### config.mk
export PLATFORM = sky130hd
export DESIGN_NAME = display_scan_controller
export DESIGN_NICKNAME = d
export VERILOG_FILES = /design/src/rtl/display_pkg.sv /design/src/rtl/scan_prescaler.sv /design/src/rtl/display_scan_controller.sv
export SDC_FILE = /design/constraint.sdc
export NUM_CORES = 1
export LEC_CHECK = 0
export BUFFER_PORTS_ARGS = -buffer_cell sky130_fd_sc_hd__buf_2
export CORE_AREA = 10 10 98 100
export CTS_BUF_LIST = sky130_fd_sc_hd__clkbuf_16
export DETAILED_ROUTE_END_ITERATION = 8
export DIE_AREA = 0 0 108 110
export HOLD_SLACK_MARGIN = 0.05
export PLACE_DENSITY = 0.71
export SLEW_MARGIN = 40
export SYNTH_ARGS = -nofsm -noshare
export SYNTH_HDL_FRONTEND = slang
export SYNTH_SLANG_ARGS = --single-unit
### constraint.sdc
create_clock -name clock -period 2.3 [get_ports clock]
set_input_delay 0.115 -clock clock [delete_from_list [all_inputs] [get_ports clock]]
set_output_delay 0.115 -clock clock [all_outputs]
set_load 0.1 [all_outputs]
### src/rtl/display_pkg.sv
// Shared widths, types and helpers for the seven-segment scan controller.
package display_pkg;

  localparam int DIGIT_COUNT = 4;
  localparam int DIGIT_W     = 4;
  localparam int SEL_W       = 2;
  localparam int FRAME_W     = DIGIT_COUNT * DIGIT_W;

  typedef logic [SEL_W-1:0]   digit_idx_t;
  typedef logic [DIGIT_W-1:0] nibble_t;

  function automatic nibble_t digit_at(input logic [FRAME_W-1:0] word, input digit_idx_t idx);
    return word[int'(idx)*DIGIT_W +: DIGIT_W];
  endfunction

  // Digit idx is blanked when it and every digit to its left are zero; digit 0 always shows.
  function automatic logic lead_zero_blank(input logic [FRAME_W-1:0] word,
                                           input digit_idx_t idx,
                                           input logic enable_blank);
    logic blank;
    blank = enable_blank && (idx != '0);
    for (int i = 1; i < DIGIT_COUNT; i++) begin
      if (i >= int'(idx) && word[i*DIGIT_W +: DIGIT_W] != '0) blank = 1'b0;
    end
    return blank;
  endfunction

endpackage

### src/rtl/scan_prescaler.sv
// Digit-slot prescaler: counts 0..SCAN_DIV-1 and flags the terminal count.
module scan_prescaler #(
  parameter int SCAN_DIV = 100000
) (
  input  logic clock,
  input  logic reset,
  input  logic enable,
  input  logic clear,
  output logic terminal
);

  localparam int CW = $clog2(SCAN_DIV);
  localparam logic [CW-1:0] LAST = CW'(SCAN_DIV - 1);

  logic [CW-1:0] count;

  always_ff @(posedge clock or posedge reset) begin
    if (reset) begin
      count <= '0;
    end else if (clear) begin
      count <= '0;
    end else if (enable) begin
      if (count == LAST) count <= '0;
      else               count <= count + 1'b1;
    end
  end

  // Clear wins over the terminal count so a disable on that edge produces no advance.
  assign terminal = enable & ~clear & (count == LAST);

endmodule

### src/rtl/display_scan_controller.sv
// Four-digit seven-segment scan controller with frame snapshot, dead time and
// leading-zero blanking; all outputs registered from next-state values.
module display_scan_controller
  import display_pkg::*;
#(
  parameter int SCAN_DIV    = 100000,
  parameter int DEAD_CYCLES = 2000
) (
  input  logic                  clock,
  input  logic                  reset,
  input  logic                  enable,
  input  logic                  blankLeadingZeros,
  input  logic [FRAME_W-1:0]    digitsIn,
  input  logic [DIGIT_COUNT-1:0] dpIn,
  output logic [SEL_W-1:0]      digitSelect,
  output logic [DIGIT_W-1:0]    digitValue,
  output logic                  dpOut,
  output logic                  blankOut,
  output logic                  scanTick
);

  localparam int DW = 21;
  localparam logic [DW-1:0] DEAD_LOAD = DW'(DEAD_CYCLES);

  digit_idx_t             index, index_n;
  logic [FRAME_W-1:0]     frame_digits, frame_digits_n;
  logic [DIGIT_COUNT-1:0] frame_dp, frame_dp_n;
  logic [DW-1:0]          dead_cnt, dead_n;
  logic                   en_q;
  logic                   entry;
  logic                   tc;

  // First enabled edge restarts the slot from count 0 so digit 0 gets a full slot.
  assign entry = enable & ~en_q;

  scan_prescaler #(.SCAN_DIV(SCAN_DIV)) u_prescaler (
    .clock    (clock),
    .reset    (reset),
    .enable   (enable),
    .clear    (~enable | entry),
    .terminal (tc)
  );

  always_comb begin
    index_n        = index;
    frame_digits_n = frame_digits;
    frame_dp_n     = frame_dp;
    dead_n         = dead_cnt;
    if (!enable) begin
      index_n        = '0;
      frame_digits_n = digitsIn;
      frame_dp_n     = dpIn;
      dead_n         = '0;
    end else begin
      if (tc) begin
        index_n = index + 1'b1;
        if (index == SEL_W'(DIGIT_COUNT - 1)) begin
          frame_digits_n = digitsIn;
          frame_dp_n     = dpIn;
        end
      end
      if (tc || entry)        dead_n = DEAD_LOAD;
      else if (dead_cnt != '0) dead_n = dead_cnt - 1'b1;
    end
  end

  always_ff @(posedge clock or posedge reset) begin
    if (reset) begin
      index        <= '0;
      frame_digits <= '0;
      frame_dp     <= '0;
      dead_cnt     <= '0;
      en_q         <= 1'b0;
      digitSelect  <= '0;
      digitValue   <= '0;
      dpOut        <= 1'b0;
      blankOut     <= 1'b1;
      scanTick     <= 1'b0;
    end else begin
      index        <= index_n;
      frame_digits <= frame_digits_n;
      frame_dp     <= frame_dp_n;
      dead_cnt     <= dead_n;
      en_q         <= enable;
      digitSelect  <= index_n;
      digitValue   <= digit_at(frame_digits_n, index_n);
      dpOut        <= frame_dp_n[index_n];
      blankOut     <= ~enable | (dead_n != '0) |
                      lead_zero_blank(frame_digits_n, index_n, blankLeadingZeros);
      scanTick     <= tc;
    end
  end

endmodule
==> results_dict.tcl <==
set metrics [dict create \
    async_flop_share_pct 100 \
    rows 32 \
    ys_warn_count 0 \
    dieArea_sq_um 11900 \
    power_per_cell_area_nw_per_um2 693 \
    synth_common_cells "dfrtp_1 (67), nor2_1 (42), mux2_2 (21), mux2i_1 (17), nand2_1 (16)" \
    fin_area_sq_um 4680 \
    synthAdderAreaFrac_pct 1.12 \
    synthFlopType "dfrtp_1" \
    muxShareOfSynthArea_pct 12.1 \
    ir_drop_mv 0.450 \
    synthToLayoutAreaGrowth_pct 39.2 \
    setup_ws_ps -117 \
    rsz0062_at_grt "true" \
    synth-simple-area-share_pct 20.3 \
    clockRootBuffer "clkbuf_16" \
    final_layout_size_suffix_gt1_share_pct 41.0 \
    synth_xor_area_share_pct 6.25 \
    max_cap_viol_count 0 \
    top_level_ports 33 \
    grt_pass1_wl_um 14100 \
    hp-class "in2reg" \
    fin_util_pct 61.3 \
    antenna_left 0 \
    cts_max_path_buffers 2 \
    drcViolationCount 0 \
    fin_worst_skew_ps 4.22 \
    crit_type "reg2reg" \
    fin_total_pwr_mw 3.25 \
    route.vias.total 2826 \
    dp_cells 495 \
    status "finished with violations" \
    syn_nets 344 \
    track_usage_pct 14.7 \
    start_util_pct 44.0 \
    synth_area_per_cell_sq_um 10.6 \
    syn_inst 317 \
    core_sq_um 7650 \
    p_leak_nw 2.11 \
    crit_required_ps 2540 \
    clk_pin_slew_worst_paths_ps 60 \
    synth_compound_area_share_pct 6.95 \
    synth_area_sq_um 3370 \
    yosysTopAreaCellShare_pct 49.8 \
    dp_hpwl_um 5880 \
    synth_top_family_by_area "simple AND/OR/NAND/NOR gates" \
    seq_area_frac_synth_pct 50.6 \
    synth-seq-cells 68 \
    worst_ep_arrival_time_ps 2660 \
    violations "setup timing" \
    htree_num_levels 3 \
    antenna_cells 0 \
    fin_cells 529 \
    yosysTopAreaCell "dfrtp_1" \
    portBuffers 32 \
    dpl-instance-area_sq_um 4080 \
    place.gp.congestion 0.958 \
    endpoint_kind "flip-flop" \
    via_per_inst 5.34 \
    cp_max_fo 4 \
    crit_path_start_kind "flip-flop" \
    synthDistinctLibCells 48 \
    clock_sinks 68 \
    fin_crit_sh_pct 105 \
    clk_latency_ps 330 \
    antenna_found_initial 0 \
    synth.area.top_cells "dfrtp_1 (50%), mux2_2 (7.0%), mux2i_1 (5.1%)" \
    dr.pass1.iters 4 \
    die_x_um 108 \
    fmax_mhz 414 \
    wl_um 8650 \
    grt-ovfl-total 0 \
    worst_pin_slew_ps 625 \
    wl_per_cell_um 16.3 \
    nFillCells 587 \
    slew_viol_final 0 \
    fp.dieH_um 110 \
    layout.nets 449 \
    cts_made_buffers 9 \
    grt_max_degree 43 \
    synth_most_common_cell "dfrtp_1" \
    fin_crit_ps 2420 \
    grt_pass1_vias 2931 \
    hold_viol_final 0 \
    drtIter0Drc 87 \
    cts_tree "done" \
    r2r_setup_slack_ps -120 \
    synth_edf_count 0 \
    setup_viol 3 \
    slew_headroom_pct 58.3 \
]
==> registers in the layout, indices dropped and copies added (netlist names) <==
signal,cells
frame_dp,4
scanTick,1
dead_cnt,21
digitValue,4
u_prescaler.count,17
en_q,1
dpOut,1
blankOut,1
frame_digits,16
index,2
==> critical path: stages, from the launching register on <==
cell and delay (ps):
dfrtp_1 410, inv_2 80, ha_4 120, or4b_4 470, or2_4 290, buf_4 150, o21ai_0 280, nand3_2 150
nor4_2 270, nand4_1 110
==> stage by stage <==
stage / setup WS, ps / TNS [ps] / hold slack [ps]
floorplan: -242 / -242 / 146
global placement: -84.8 / -84.8 / 217
detailed placement: -159 / -169 / 229
CTS: -108 / -173 / 51.2
global route: -209 / -541 / 68.0
finish: -117 / -188 / 56.7
==> final timing paths <==
| kind | start | endpoint | depth (start not counted) |
|---|---|---|---|
| setup / recovery | dead_cnt[1]$_DFF_PP0_ | blankOut$_DFF_PP1_ | 9 |
| hold reg to reg | frame_dp[1]$_DFF_PP0_ | frame_dp[1]$_DFF_PP0_ | 1 |
| min in group asynchronous | reset | u_prescaler.count[9]$_DFFE_PP0P_ | 3 |
| max in group asynchronous | reset | blankOut$_DFF_PP1_ | 4 |
| hold / removal | digitsIn[14] | frame_digits[14]$_DFF_PP0_ | 2 |
| setup reg to reg | dead_cnt[1]$_DFF_PP0_ | blankOut$_DFF_PP1_ | 9 |
==> cell families (layout without fill, tap and decap cells) <==
family / after synthesis / count (layout)
buf+inv: 22 / 132
fa+ha+maj: 3 / 3
simple gates: 126 / 126
compound gates: 36 / 36
flops: 68 / 68
xor+xnor: 24 / 24
mux: 38 / 38
==> cells in the final DEF (no fill, tap or decap), types with 3 or more instances in the layout <==
cell,n
dfrtp_1,64
buf_4,55
nor2_1,39
buf_2,32
mux2_2,19
mux2i_1,17
nand2_1,15
xor2_1,14
nand3_1,10
xnor2_1,10
dlygate4sd3_1,10
clkbuf_16,9
nor3_1,8
a21oi_1,8
o21ai_0,7
nor4_1,7
buf_6,7
inv_1,6
nor4_2,5
and3_1,4
inv_2,4
or4_4,4
or4_1,4
nand4_1,3
o21ai_1,3
or3_1,3
a31oi_1,3
dfrtp_2,3
==> cell type report <==
cell class | count | area [sq um] | share of cell area (%)
repair buffers | 106 | 792 | 16.9
multi-input cells | 227 | 1730 | 36.9
flip-flops and latches | 68 | 1710 | 36.4
inverters | 10 | 37.5 | 0.801
clock inverters | 7 | 67.6 | 1.44
clock buffers | 9 | 225 | 4.81
well taps | 102 | 128 | 2.72
==> timing repair <==
item | in CTS | in global routing
pin swaps | 7 | 9
hold endpoints to repair | 35 | 0
cloned | 0 | 0
buffers inserted | 3 | 6
hold buffers | 10 | 0
endpoints found under the setup margin | 5 | 16
gates resized for setup | 6 | 32
==> metal layers <==
layer / GRT usage [%] / part of all wire (%) / vias to the layer above
met5: 0 / 0 / -
li1: - / - / 1352
met1: 17.6 / 42 / 1401
met2: 25.0 / 52 / 58
met3: 3.31 / 3.8 / 15
met4: 6.39 / 2.0 / 0
==> power by group <==
group	leakage [nW]	total (mW)	switching (mW)	internal, mW
Combinational	1.10	0.599	0.329	0.270
Sequential	0.868	1.30	0.0401	1.26
Clock	0.139	1.34	0.510	0.832
Total	2.11	3.25	0.879	2.37
No activity file was read; power rests on OpenSTA's default activity.
